### config.mk
export PLATFORM = sky130hd
export DESIGN_NAME = idli_sqi_ctrl
export DESIGN_NICKNAME = d
export VERILOG_FILES = /design/src/rtl/idli_sqi_ctrl.sv
export SDC_FILE = /design/constraint.sdc
export NUM_CORES = 1
export LEC_CHECK = 0
export ABC_AREA = 1
export CORE_ASPECT_RATIO = 1.1
export CORE_MARGIN = 5
export CORE_UTILIZATION = 45
export DETAILED_ROUTE_END_ITERATION = 8
export PLACE_DENSITY_LB_ADDON = 0.12
export SLEW_MARGIN = 20
export SYNTH_ARGS = -nofsm -noshare
export SYNTH_HDL_FRONTEND = slang
export SYNTH_SLANG_ARGS = --single-unit
export TNS_END_PERCENT = 100
### constraint.sdc
create_clock -name i_clk -period 1.75 [get_ports i_clk]
set_input_delay 0.35 -clock i_clk [delete_from_list [all_inputs] [get_ports i_clk]]
set_output_delay 0.35 -clock i_clk [all_outputs]
set_load 0.1 [all_outputs]
### src/rtl/idli_sqi_ctrl.sv
// SQI memory controller: sequences command, address, dummy and data phases for
// SQI_NUM quad SRAMs in lockstep, with flow control by gating SCK.
module idli_sqi_ctrl #(
  parameter int unsigned SQI_NUM      = 2,
  parameter int unsigned ADDR_NIBBLES = 6,
  parameter int unsigned DUMMY_CYC    = 2,
  parameter int unsigned LEN_W        = 8
) (
  input  logic                      i_clk,
  input  logic                      i_rst,
  input  logic                      i_req_vld,
  output logic                      o_req_rdy,
  input  logic                      i_req_wr,
  input  logic [4*ADDR_NIBBLES-1:0] i_req_addr,
  input  logic [LEN_W-1:0]          i_req_len,
  output logic                      o_rd_vld,
  output logic [SQI_NUM*4-1:0]      o_rd_data,
  input  logic                      i_rd_rdy,
  input  logic                      i_wr_vld,
  input  logic [SQI_NUM*4-1:0]      i_wr_data,
  output logic                      o_wr_rdy,
  output logic                      o_sqi_cs_n,
  output logic                      o_sqi_sck_en,
  output logic                      o_sqi_oe,
  output logic [SQI_NUM*4-1:0]      o_sqi_dout,
  input  logic [SQI_NUM*4-1:0]      i_sqi_din
);

  localparam int unsigned AW = 4 * ADDR_NIBBLES;
  localparam logic [7:0] AddrLast  = 8'(ADDR_NIBBLES - 1);
  localparam logic [7:0] DummyLast = 8'(DUMMY_CYC - 1);

  typedef enum logic [2:0] {StIdle, StCmd, StAddr, StDummy, StData, StEnd} state_e;

  state_e            state_q, state_d;
  logic              wr_q, wr_d;
  logic [AW-1:0]     addr_q, addr_d;
  logic [LEN_W-1:0]  len_q, len_d;
  logic [LEN_W-1:0]  beat_q, beat_d;
  logic [7:0]        phase_q, phase_d;
  logic              beat_xfer;
  logic [3:0]        cmd_nib;

  assign beat_xfer = (state_q == StData) && (wr_q ? i_wr_vld : i_rd_rdy);
  // Opcode 0x03 (read) or 0x02 (write), high nibble first.
  assign cmd_nib   = phase_q[0] ? {3'b001, ~wr_q} : 4'h0;

  always_ff @(posedge i_clk) begin
    if (i_rst) begin
      state_q <= StIdle;
      wr_q    <= 1'b0;
      addr_q  <= '0;
      len_q   <= '0;
      beat_q  <= '0;
      phase_q <= '0;
    end else begin
      state_q <= state_d;
      wr_q    <= wr_d;
      addr_q  <= addr_d;
      len_q   <= len_d;
      beat_q  <= beat_d;
      phase_q <= phase_d;
    end
  end

  always_comb begin
    state_d = state_q;
    wr_d    = wr_q;
    addr_d  = addr_q;
    len_d   = len_q;
    beat_d  = beat_q;
    phase_d = phase_q + 8'd1;
    unique case (state_q)
      StIdle: begin
        phase_d = '0;
        if (i_req_vld) begin
          wr_d    = i_req_wr;
          addr_d  = i_req_addr;
          len_d   = i_req_len;
          beat_d  = '0;
          state_d = StCmd;
        end
      end
      StCmd: begin
        if (phase_q == 8'd1) begin
          phase_d = '0;
          state_d = StAddr;
        end
      end
      StAddr: begin
        // Shift so the next nibble to send is always on top.
        addr_d = addr_q << 4;
        if (phase_q == AddrLast) begin
          phase_d = '0;
          state_d = (wr_q || DUMMY_CYC == 0) ? StData : StDummy;
        end
      end
      StDummy: begin
        if (phase_q == DummyLast) begin
          phase_d = '0;
          state_d = StData;
        end
      end
      StData: begin
        phase_d = '0;
        if (beat_xfer) begin
          if (beat_q == len_q) state_d = StEnd;
          else                 beat_d  = beat_q + LEN_W'(1);
        end
      end
      StEnd: begin
        phase_d = '0;
        state_d = StIdle;
      end
      default: state_d = StIdle;
    endcase
  end

  always_comb begin
    o_req_rdy    = 1'b0;
    o_rd_vld     = 1'b0;
    o_rd_data    = '0;
    o_wr_rdy     = 1'b0;
    o_sqi_cs_n   = 1'b1;
    o_sqi_sck_en = 1'b0;
    o_sqi_oe     = 1'b0;
    o_sqi_dout   = '0;
    unique case (state_q)
      StIdle: o_req_rdy = 1'b1;
      StCmd: begin
        o_sqi_cs_n   = 1'b0;
        o_sqi_sck_en = 1'b1;
        o_sqi_oe     = 1'b1;
        o_sqi_dout   = {SQI_NUM{cmd_nib}};
      end
      StAddr: begin
        o_sqi_cs_n   = 1'b0;
        o_sqi_sck_en = 1'b1;
        o_sqi_oe     = 1'b1;
        o_sqi_dout   = {SQI_NUM{addr_q[AW-1 -: 4]}};
      end
      StDummy: begin
        o_sqi_cs_n   = 1'b0;
        o_sqi_sck_en = 1'b1;
      end
      StData: begin
        o_sqi_cs_n = 1'b0;
        if (wr_q) begin
          o_wr_rdy     = 1'b1;
          o_sqi_oe     = 1'b1;
          o_sqi_dout   = i_wr_data;
          o_sqi_sck_en = i_wr_vld;
        end else begin
          o_rd_vld     = 1'b1;
          o_rd_data    = i_sqi_din;
          o_sqi_sck_en = i_rd_rdy;
        end
      end
      StEnd: ;
      default: ;
    endcase
    // Reset overrides everything so outputs are defined before the first edge.
    if (i_rst) begin
      o_req_rdy    = 1'b0;
      o_rd_vld     = 1'b0;
      o_rd_data    = '0;
      o_wr_rdy     = 1'b0;
      o_sqi_cs_n   = 1'b1;
      o_sqi_sck_en = 1'b0;
      o_sqi_oe     = 1'b0;
      o_sqi_dout   = '0;
    end
  end

endmodule

==> summary.md <==
| Metric | Value |
|---|---|
| Status | `finished, violations left` |
| Failing checks | `negative setup slack` |
| Syn Inst Count | `406` |
| Worst-path maximum fanout | `8` |
| Total power | `6.05 mW` |
| Netlist cell types | `28` |
| Final Max Slew Viols | `0` |
| Worst IR Drop VDD | `0.872 mV` |
| Root Driver | `clkbuf_8` |
| Area delta synth->final | `63.4%` |
| Fin crit period | `about 2.1 ns` |
| Ys flop type | `dfxtp_1` |
| Placer congestion estimate | `0.884` |
| Worst Path Buf+Inv | `5` |
| PD cells | `1350 mW/mm^2` |
| Final setup vio count | `22` |
| Critical Path RT | `1.40 ns` |
| P_leak | `1.77 nW` |
| Final period utilization | `121%` |
| Syn_area_per_cell | `6.77 um^2` |
| Fill cell count | `437` |
| CP Launch Type | `flop` |
| Max cap viols | `0` |
| Layout cell share with drive strength beyond 1 | `26.4%` |
| Crit path DAT | `~1.8 ns` |
| Largest cells by area after synthesis | `dfxtp_1 (38%), nand2_1 (15%), o21ai_0 (5.6%)` |
| Seq pwr share | `29.0%` |
| DRC violation count after routing | `0` |
| H-tree level count | `2` |
| Psw | `2.65 mW` |
| Overall routed net length | `8070 um` |
| Bufs on Longest Clock Path | `2` |
| Antenna diode count | `0` |
| GR Overflow Total | `0` |
| Cell taking the most area after synthesis | `dfxtp_1` |
| First-pass GRT wire length | `13,100 um` |
| Post-synth net total | `463` |
| Clock sink count | `52` |
| Post-synth top area share | `37.9%` |
| RSZ-0062 raised after global routing | `true` |
| CTS tree | `done` |
| Die area | `0.00778 mm^2` |
| Async S/R FF share, synth | `0%` |
| R2r startpoint | `state_q[0]$_SDFFE_PP0P_` |
| Antenna viol nets, final | `0` |
| Largest stage delay, worst path | `0.38 ns` |
| Worst-skew pair later-pin latency | `0.32 ns` |
| Final WS setup | `-0.363 ns` |
| Starting density of the core | `47.1%` |
| Critical-path cell list | `nor2_4 -> inv_4 -> nor2_4 -> inv_4 -> nor2_4 -> inv_2 -> nor2_4 -> inv_6 -> nor2_4 -> buf_12` |
| Clock slew at reported path FFs | `0.11 ns` |
| I/O Pins | `76` |
| Slowest-stage cell, CP | `dfxtp_4` |
| Relative slew slack | `71.1%` |
| Detailed Routing Iterations Pass 1 | `4` |
| Comb power frac | `56.2%` |
| Clock power share | `between 10 and 15%` |
| R2r setup slk | `0.03 ns` |
| Routed length per instance | `13.7 um` |
| Non-Filler Instances | `589` |
| DP HPWL | `5760 um` |
| Via count | `around 3,000` |
| Vias per cell | `5.13` |
| Multi-input gate area | `approximately 0.0017 mm^2` |
| Sw frac | `between 40% and 50%` |
| Yosys reg bits | `52` |
| Mapped Area | `0.00275 mm^2` |
| Hold-fix buffers, CTS | `0` |
| Final Util | `76.9%` |
| HP Start | `len_q[5]$_SDFFE_PP0P_` |
| Core ar. | `0.00584 mm^2` |
| Largest net degree at the start of global routing | `35` |
| Largest delay share family, worst path | `simple AND/OR/NAND/NOR gates` |
| Nets | `about 570` |
| Most numerous cell in the Yosys netlist | `nand2_1` |
| Skew final | `~0.007 ns` |
| CTS Buf Count | `5` |
| Die Wd | `84.5 um` |
| Number of synthesized flops with an enable pin | `0` |
| Final hold viol count | `0` |
| Gr usage total | `20.2%` |
| Vias in the first global route | `2,967` |
| Crit. End Element | `output pin` |
| Yosys warnings | `0` |
| P_int | `3.40 mW` |
| Sequential element share of the synthesized area | `37.9%` |
| Register-to-Register Path Depth | `11` |
| # port buffers | `75` |
| Die Height | `92.0 um` |
| FP Rows | `29` |
| Hold Path Stages | `2` |
| Initial antenna violation count | `0` |
| Fmax | `473 MHz` |
| Hold Crit Class | `flop to flop` |
| Hold path endpoint | `len_q[5]$_SDFFE_PP0P_` |
| Synth top cells by count | `nand2_1 (113), dfxtp_1 (52), inv_1 (37), nor2_1 (37), o21ai_0 (31)` |
| Critical path depth | `10` |
| Slew @ Worst Pin | `between 0.4 and 0.5 ns` |
| Placed instance count | `567` |
| Pre-CTS WS | `-0.247 ns` |
| Setup CP Type | `flop to output pin` |
| Storage element area | `between 0.001 and 0.0015 mm^2` |
| DRT iter0 DRCs | `approximately 110` |
| Top cell by count, worst path | `nor2_4` |
| Reg2reg end | `phase_q[5]$_SDFF_PP0_` |
==> state kept, by name, summed over array words and instances (netlist names) <==
signal and cells:
addr_q 24, beat_q 8, len_q 8, phase_q 8, state_q 3, wr_q 1
==> worst max-delay path by stage <==
stage / startpoint / endpoint / slack (ns)
after global routing: state_q[1]$_SDFFE_PP0P_ / o_rd_data[1] / -0.45
after global placement: i_rst / o_rd_data[0] / -0.22
after floorplan: state_q[1]$_SDFFE_PP0P_ / o_rd_data[0] / -0.79
after CTS: state_q[1]$_SDFFE_PP0P_ / o_sqi_dout[1] / -0.32
final: state_q[1]$_SDFFE_PP0P_ / o_rd_data[6] / -0.36
after detailed placement: i_rst / o_rd_data[0] / -0.25
==> power by group through the flow <==
stage | logic, mW | clock network, mW | registers [mW]
after CTS | 3.16 | 0.907 | 1.75
after floorplan | 2.04 | 0 | 1.74
after detailed placement | 3.02 | 0 | 1.77
after global placement | 2.98 | 0 | 1.76
after global routing | 3.68 | 0.956 | 1.79
final | 3.40 | 0.898 | 1.75
==> layout make-up <==
type,instances,area share (%)
Inverter,45,4.26
Timing Repair Buffer,113,29.7
Tap cell,77,2.14
Multi-Input combinational cell,294,37.9
Clock buffer,5,1.53
Sequential cell,52,23.3
Clock inverter,3,1.11
==> placed cells by master (no fill, tap or decap), types with 12 or more instances in the layout <==
master             n
nor2_4            19
clkdlybuf4s50_1   52
inv_1             34
nand2_2           12
o21ai_0           30
nor2_1            24
a21oi_1           23
nand2_1          102
buf_12            26
buf_4             30
nand3_1           12
dfxtp_1           50
a31oi_1           21
==> worst register-to-register path, stage by stage (launching register included) <==
cell,delay [ns]
dfxtp_4,0.37
buf_4,0.14
buf_4,0.13
nor2_4,0.17
buf_4,0.14
buf_4,0.10
buf_4,0.10
buf_4,0.14
o21ai_4,0.08
nand3_2,0.10
nand2_4,0.09
nor3_2,0.10
==> metal layers <==
metal	up-vias	share of wire, %	track usage, %
met5	-	0	0
met1	1402	40	22.8
li1	1528	-	-
met4	0	1.7	5.54
met3	17	4.4	3.14
met2	73	54	38.7
==> timing repair <==
item | CTS | global route
pin swaps | 16 | 5
buffers inserted | 10 | 4
endpoints found under the setup margin | 22 | 31
resized for setup | 12 | 11
hold endpoints to repair | 0 | 0
gates cloned | 0 | 1
==> per-stage QoR <==
| stage | cell area [um^2] | TNS (ns) | hold WS, ns |
|---|---|---|---|
| after global placement | 4170 | -3.22 | 0.452 |
| final | 4490 | -6.61 | 0.469 |
| after global routing | 4490 | -8.85 | 0.489 |
| after detailed placement | 4170 | -3.80 | 0.456 |
| after floorplan | 2950 | -9.95 | 0.432 |
| after CTS | 4390 | -5.89 | 0.471 |
==> logic make-up after synthesis <==
kind of cell    after synthesis  share of synthesized area [%]
compound gates               88                           17.5
flops                        52                           37.9
buf+inv                      60                           8.96
fa+ha+maj                     3                           1.37
simple gates                195                           31.8
xor+xnor                      8                           2.55
Power figures use the tool's default switching activity.
